`config.mk`:
```
export PLATFORM = sky130hd
export DESIGN_NAME = issue_buffer
export DESIGN_NICKNAME = d
export VERILOG_FILES = /design/src/rtl/issue_buffer.sv
export SDC_FILE = /design/constraint.sdc
export NUM_CORES = 1
export LEC_CHECK = 0
export BUFFER_PORTS_ARGS = -buffer_cell sky130_fd_sc_hd__buf_2
export CELL_PAD_IN_SITES_DETAIL_PLACEMENT = 1
export CELL_PAD_IN_SITES_GLOBAL_PLACEMENT = 1
export CORE_MARGIN = 2
export CORE_UTILIZATION = 50
export DETAILED_ROUTE_END_ITERATION = 6
export GPL_TIMING_DRIVEN = 0
export PLACE_DENSITY_LB_ADDON = 0.1
export SLEW_MARGIN = 20
export SYNTH_ARGS = -nofsm -noshare
export SYNTH_HDL_FRONTEND = slang
export SYNTH_SLANG_ARGS = --single-unit
```
`constraint.sdc`:
```
create_clock -name clock -period 9.69 [get_ports clock]
set_input_delay 0.4845 -clock clock [delete_from_list [all_inputs] [get_ports clock]]
set_output_delay 0.4845 -clock clock [all_outputs]
set_load 0.05 [all_outputs]
```
`src/rtl/issue_buffer.sv`:
```
// Decoder-to-backend issue queue: circular FIFO with load-use bubble, stall hold, redirect flush.
// Define ISSUE_BUFFER_BYPASS_EN to let an empty queue pass the input packet straight to out_*.
module issue_buffer #(
  parameter int DEPTH   = 4,
  parameter int PC_W    = 64,
  parameter int INSTR_W = 32,
  parameter int UOP_W   = 48
) (
  input  logic               clock,
  input  logic               reset,
  input  logic               in_valid,
  output logic               in_ready,
  input  logic [PC_W-1:0]    in_pc,
  input  logic [INSTR_W-1:0] in_instr,
  input  logic [4:0]         in_rs1,
  input  logic [4:0]         in_rs2,
  input  logic [4:0]         in_rd,
  input  logic               in_need_to_wb,
  input  logic               in_is_load,
  input  logic [UOP_W-1:0]   in_uop,
  output logic               out_valid,
  output logic [PC_W-1:0]    out_pc,
  output logic [INSTR_W-1:0] out_instr,
  output logic [4:0]         out_rs1,
  output logic [4:0]         out_rs2,
  output logic [4:0]         out_rd,
  output logic               out_need_to_wb,
  output logic               out_is_load,
  output logic [UOP_W-1:0]   out_uop,
  input  logic               mem_stall,
  input  logic               redirect_valid,
  output logic [63:0]        perf_issue_cnt,
  output logic [31:0]        perf_bubble_cnt
);
  localparam int AW = $clog2(DEPTH);

  typedef struct packed {
    logic [PC_W-1:0]    pc;
    logic [INSTR_W-1:0] instr;
    logic [4:0]         rs1;
    logic [4:0]         rs2;
    logic [4:0]         rd;
    logic               need_to_wb;
    logic               is_load;
    logic [UOP_W-1:0]   uop;
  } pkt_t;

  pkt_t          mem [DEPTH];
  pkt_t          in_pkt, head, out_pkt;
  logic [AW-1:0] rd_ptr, wr_ptr;
  logic [AW:0]   count;
  logic          lu_valid;
  logic [4:0]    lu_rd;
  logic          not_empty, hazard, push, push_wr, issue, fifo_pop, byp_sel, lu_set;

  always_comb begin
    in_pkt = '{pc: in_pc, instr: in_instr, rs1: in_rs1, rs2: in_rs2, rd: in_rd,
               need_to_wb: in_need_to_wb, is_load: in_is_load, uop: in_uop};
  end

  assign head      = mem[rd_ptr];
  assign not_empty = (count != '0);
  assign in_ready  = (count != (AW+1)'(DEPTH));
  assign push      = in_valid & in_ready & ~redirect_valid;

`ifdef ISSUE_BUFFER_BYPASS_EN
  // Selecting on in_valid alone (not on hazard) keeps the hazard check loop-free.
  assign byp_sel   = ~not_empty & in_valid;
`else
  assign byp_sel   = 1'b0;
`endif

  assign out_pkt   = byp_sel ? in_pkt : head;
  assign hazard    = lu_valid & (lu_rd != 5'd0) &
                     ((out_pkt.rs1 == lu_rd) | (out_pkt.rs2 == lu_rd));
  assign out_valid = (not_empty | byp_sel) & ~hazard;
  assign issue     = out_valid & ~mem_stall & ~redirect_valid;
  assign fifo_pop  = issue & ~byp_sel;
  // A bypassed packet that issues immediately never occupies an entry.
  assign push_wr   = push & ~(byp_sel & issue);
  assign lu_set    = issue & out_pkt.is_load & out_pkt.need_to_wb & (out_pkt.rd != 5'd0);

  assign out_pc         = out_pkt.pc;
  assign out_instr      = out_pkt.instr;
  assign out_rs1        = out_pkt.rs1;
  assign out_rs2        = out_pkt.rs2;
  assign out_rd         = out_pkt.rd;
  assign out_need_to_wb = out_pkt.need_to_wb;
  assign out_is_load    = out_pkt.is_load;
  assign out_uop        = out_pkt.uop;

  always_ff @(posedge clock) begin
    if (push_wr) mem[wr_ptr] <= in_pkt;
  end

  always_ff @(posedge clock) begin
    if (reset) begin
      count    <= '0;
      rd_ptr   <= '0;
      wr_ptr   <= '0;
      lu_valid <= 1'b0;
      lu_rd    <= 5'd0;
    end else if (redirect_valid) begin
      count    <= '0;
      rd_ptr   <= '0;
      wr_ptr   <= '0;
      lu_valid <= 1'b0;
    end else begin
      if (push_wr)  wr_ptr <= wr_ptr + 1'b1;
      if (fifo_pop) rd_ptr <= rd_ptr + 1'b1;
      case ({push_wr, fifo_pop})
        2'b10:   count <= count + 1'b1;
        2'b01:   count <= count - 1'b1;
        default: count <= count;
      endcase
      // lu_valid drops on the load's last mem cycle; a new load issuing then wins.
      if (lu_set) begin
        lu_valid <= 1'b1;
        lu_rd    <= out_pkt.rd;
      end else if (lu_valid && !mem_stall) begin
        lu_valid <= 1'b0;
      end
    end
  end

  always_ff @(posedge clock) begin
    if (reset) begin
      perf_issue_cnt  <= '0;
      perf_bubble_cnt <= '0;
    end else begin
      if (issue) perf_issue_cnt <= perf_issue_cnt + 64'd1;
      if (not_empty && hazard && perf_bubble_cnt != '1)
        perf_bubble_cnt <= perf_bubble_cnt + 32'd1;
    end
  end
endmodule

```
# Yosys cells after proc, flatten, opt, wreduce, memory -nomap -nowiden
# Memory sizes are Yosys's and may differ from the RTL's. A register that Yosys moved wholly into a read port is not among the register bits.
# Cells that the tools add are included.
dict set report op_classes {
  n_mux 7
  n_bitwise 14
  reduce_logical 11
  add_sub_neg 6
  n_eq_ne 6
}
# op count
set op_table {}
lappend op_table {{$add 64x1->64 const B} 1}
lappend op_table {{$add 32x1->32 const B} 1}
lappend op_table {{$ne 32x32->1 const B} 1}
lappend op_table {{$and 1x1->1} 10}
lappend op_table {{$eq 5x5->1} 2}
lappend op_table {{$reduce_bool 5->1} 2}
lappend op_table {{$pmux 3 s2} 1}
lappend op_table {{$add 2x1->2 const B} 2}
lappend op_table {{$mux 1} 4}
lappend op_table {{$mux 2} 2}
lappend op_table {{$reduce_bool 2->1} 2}
lappend op_table {{$add 3x1->3 const B} 1}
lappend op_table {{$logic_and 1x1->1} 3}
lappend op_table {{$ne 3x3->1 const B} 1}
lappend op_table {{$not 1->1} 3}
lappend op_table {{$reduce_bool 3->1} 1}
lappend op_table {{$sub 3x1->3 const B} 1}
lappend op_table {{$eq 2x1->1 const B} 1}
lappend op_table {{$eq 2x2->1 const B} 1}
lappend op_table {{$reduce_and 2->1} 1}
lappend op_table {{$reduce_or 2->1} 1}
lappend op_table {{$logic_not 1->1} 1}
lappend op_table {{$or 1x1->1} 1}
dict set report totals {
  regBits 109
  n_memories 1
  mem_bits_rw 644
}
# memory words word_bits read_ports rd_clocked_by_memory_dff write_ports line
set memory_table {}
lappend memory_table {mem 4 161 1 1 1 48} ;# pkt_t mem [DEPTH];

# Longest topological paths before layout
dict set report depth {
  depth_word 11
  depth_mapped 15
}

# Least setup slack after synthesis
# No wires, ideal clock.
dict set report synth_timing {
  path_type {reg2reg}
  start {reg count[0]}
  end {mem mem[0][0] (netlist name), enable pin}
  t_arrival_ns 4.971
  n_path_buf 0
  slack_ns 4.179
  path_stages_with_launch 6
  path_cell_list {dfxtp_1 inv_1 nand3_1 nand2_1 nor2_1 and2_1}
}
dict set report synth_between {
  elab_chain_cells 5
}
# element line
set synth_lines {}
lappend synth_lines {{start: declaration} 51} ;# logic [AW:0] count;
lappend synth_lines {{start signal: assignment} 112} ;# 2'b10: count <= count + 1'b1;
lappend synth_lines {{start signal: assignment} 113} ;# 2'b01: count <= count - 1'b1;
lappend synth_lines {{start signal: assignment} 114} ;# default: count <= count;
lappend synth_lines {{$ne 3x3->1} 63} ;# assign in_ready = (count != (AW+1)'(DEPTH));
lappend synth_lines {{named net in_ready} 12} ;# output logic in_ready,
lappend synth_lines {{$and 1x1->1 (2 in series)} 64} ;# assign push = in_valid & in_ready & ~redirect_valid;
lappend synth_lines {{$mux 1} 93} ;# if (push_wr) mem[wr_ptr] <= in_pkt;
lappend synth_lines {{$mux 1 (not written as such)} 93}
lappend synth_lines {{end: declaration} 48}
# The timed path passes the listed nets, and every way through them passes these cells.

==> results.md <==
- First-pass GRT wire length: approximately 110 mm
- DR vias: around 16000
- CTS resizes: 0
- Most instantiated library cell after synthesis: edfxtp_1
- Largest cells by area after synthesis: edfxtp_1 67%, mux4_2 12%, dfxtp_1 7.7%
- Gr ovfl total: 0
- Peak fanout along the critical path: 10
- Largest net degree at the start of global routing: 45
- Ys flop type: edfxtp_1
- Final worst setup slack: approximately 5.2 ns
- Yosys reg bits: 755
- Top cells by count, synth: 644 x edfxtp_1, 154 x mux4_2, 111 x dfxtp_1, 97 x nor2_1, 58 x xnor2_1
- Final setup fails: 0
- Number of antenna violations at the first check in global routing: 25
- DP Area: ~0.032 mm2
- Filler cells: ~5200
- Drt pass-1 iters: 5
- Post-Synthesis Cells: 1547
- Crit path time final: around 4.5 ns
- Crit start category: flip-flop
- IO Port Bufs: roughly 420
- CTS sink count: ~760
- Pre-CTS worst setup slack: 5.703 ns
- Hold crit path type: primary input to flip-flop
- Area leader, netlist: edfxtp_1
- Layout area overhead: 20.87%
- Max Freq: about 220 MHz
- Rows: 88
- Worst vdd ir: approximately 150 uV
- Critical Path RT: slightly above 9 ns
- Wire per inst: 25.12 um
- DP HPWL: just under 50 mm
- Post-synth EDFFs: approximately 640
- Total Routing Usage GR: between 20% and 30%
- Top-area cell type share of the netlist area: 66.93%
- Ys async rst share: 0%
- Final worst path period share: about 47%
- DR iter-0 viols: approximately 850
- Core ar.: between 0.05 and 0.06 mm2
- Syn Area/Cell: between 15 and 20 um2
- Synth cell types: between 50 and 60
- RSZ-0062 raised after global routing: no
- Vias in the first global route: approximately 18000
- Vert. Die Dim: about 240 um
- Total CTS buffers: 78
- Hold violation count in the final report: 0
- Drt total wl: 72.97 mm
- Clock latency on the worst-skew pair: about 0.62 ns
- Rel. slew slack: approximately a third
- Run status: completed
- Area of the die: ~0.060 mm2
- CTS tree: done
- Final ANT Viol Nets: 0
- Clk buf depth: 3
- Maxcap violations: 0
- Slew Limit Fails: 0
- Leakage: about 12 nW
- H-tree Lvls: 3
- Final instance area: around 0.035 mm2
- Post-CTS Setup Repair Bufs: 0
- Hold buffer count at cts: 0
- Nets: approximately 2200
- Setup tns final: 0 ns
- Sequential share of the synthesized area: ~75%
- Count of boundary I/O pins: 425
- Fraction of layout cells with a size suffix above 1: about a third
- Routability cong.: about 0.83
- Initial Util: between 50% and 60%
- Slew @ Worst Pin: between 0.9 and 1 ns
- Worst Skew: around 0.022 ns
- Vias/cell: roughly 5.6
- Root Buffer: clkbuf_16
- Syn nets: between 1500 and 2000
- Post-Syn Area: between 0.02 and 0.03 mm2
- Clock slew at reported path FFs: 0.06 ns
- Pwr Density: about 200 mW/mm2
- CP Class: flip-flop to output pin
- Crit end category: output pin
- Chip Width: about 240 um
- Arrival time worst endpoint: a little over 4 ns
- Drt drc: 0
- Syn. warnings: 0
-- report_power, final --
group	leakage (nW)	total, mW	switching [mW]	internal (mW)
Combinational	3.73	0.318	0.228	0.0894
Clock	1.23	2.94	1.25	1.70
Sequential	6.74	3.58	0.0118	3.57
Total	11.7	6.85	1.49	5.36
-- worst max-delay path, cell delays in order, from the launching register on --
cell      delay, ns
dfxtp_1        0.30
buf_2          0.22
buf_2          0.31
clkbuf_1       0.69
buf_1          0.62
clkbuf_1       0.64
mux4_2         0.42
buf_2          0.23
-- final timing paths --
path,start,endpoint,slack (ns),cells after the start
max,flip-flop,out_pc[36],5.16,7
min reg2reg,perf_issue_cnt[63],perf_issue_cnt[63],0.49,2
max reg2reg,flip-flop,count[2],6.05,15
min,in_uop[46],mem[0][46],0.08,1
-- routing by layer --
metal  routed length [um]  GRT usage [%]
met3                 5456          6.991
met2                37200          40.95
met1                28170          30.83
met5                  140              0
met4                 1996          8.770
-- state kept, by name, summed over array words and instances, names as in the netlist, named ones only --
register         flops
mem                644
perf_issue_cnt      64
perf_bubble_cnt     32
lu_rd                5
count                3
rd_ptr               2
wr_ptr               2
lu_valid             1
-- per-stage QoR --
| step | power [mW] | utilization, % | hold WS, ns | std cells |
|---|---|---|---|---|
| after floorplan | 3.845 | - | 0.4500 | 1547 |
| after global placement | 3.964 | 55.74 | 0.4659 | 2736 |
| after detailed placement | 3.973 | 56.44 | 0.4802 | 2752 |
| after CTS | 6.908 | 60.82 | 0.04904 | 2891 |
| after global routing | 7.043 | 60.86 | 0.06392 | 2901 |
| final | 6.846 | 60.88 | 0.08255 | 2905 |
-- cell families (layout without fill, tap and decap cells) --
| logic type | after synthesis | after routing | synth area share, % |
|---|---|---|---|
| buf+inv | 93 | 672 | 1.377 |
| xor+xnor | 80 | 80 | 2.425 |
| fa+ha+maj | 8 | 8 | 0.3724 |
| mux | 168 | 168 | 12.89 |
| flops | 755 | 755 | 74.62 |
| other cells | 0 | 14 | 0 |
| simple gates | 381 | 381 | 6.998 |
| compound gates | 62 | 62 | 1.316 |
-- cell type report --
cell class                      instances  area (um2)  share of cell area [%]
Clock buffer                           95        2078                   5.951
Clock inverter                         44       432.9                   1.240
Tap cell                              765       957.2                   2.741
Timing Repair Buffer                  440        2517                   7.208
Antenna cell                           14       35.03                  0.1003
Sequential cell                       755       21560                   61.73
Inverter                               23       86.33                  0.2472
Multi-Input combinational cell        699        6945                   19.89
Buffer                                 70       311.5                  0.8921
-- layout by cell type (no fill, tap or decap), types with 48 or more instances in the layout --
master     netlist  layout
buf_2            8     432
clkbuf_1        37      50
clkbuf_16        0      80
dfxtp_1        111     111
edfxtp_1       644     644
mux4_2         154     154
nand2_1         50      50
nand3_1         48      48
nor2_1          97      97
xnor2_1         58      58
No activity file was read; power rests on OpenSTA's default activity.
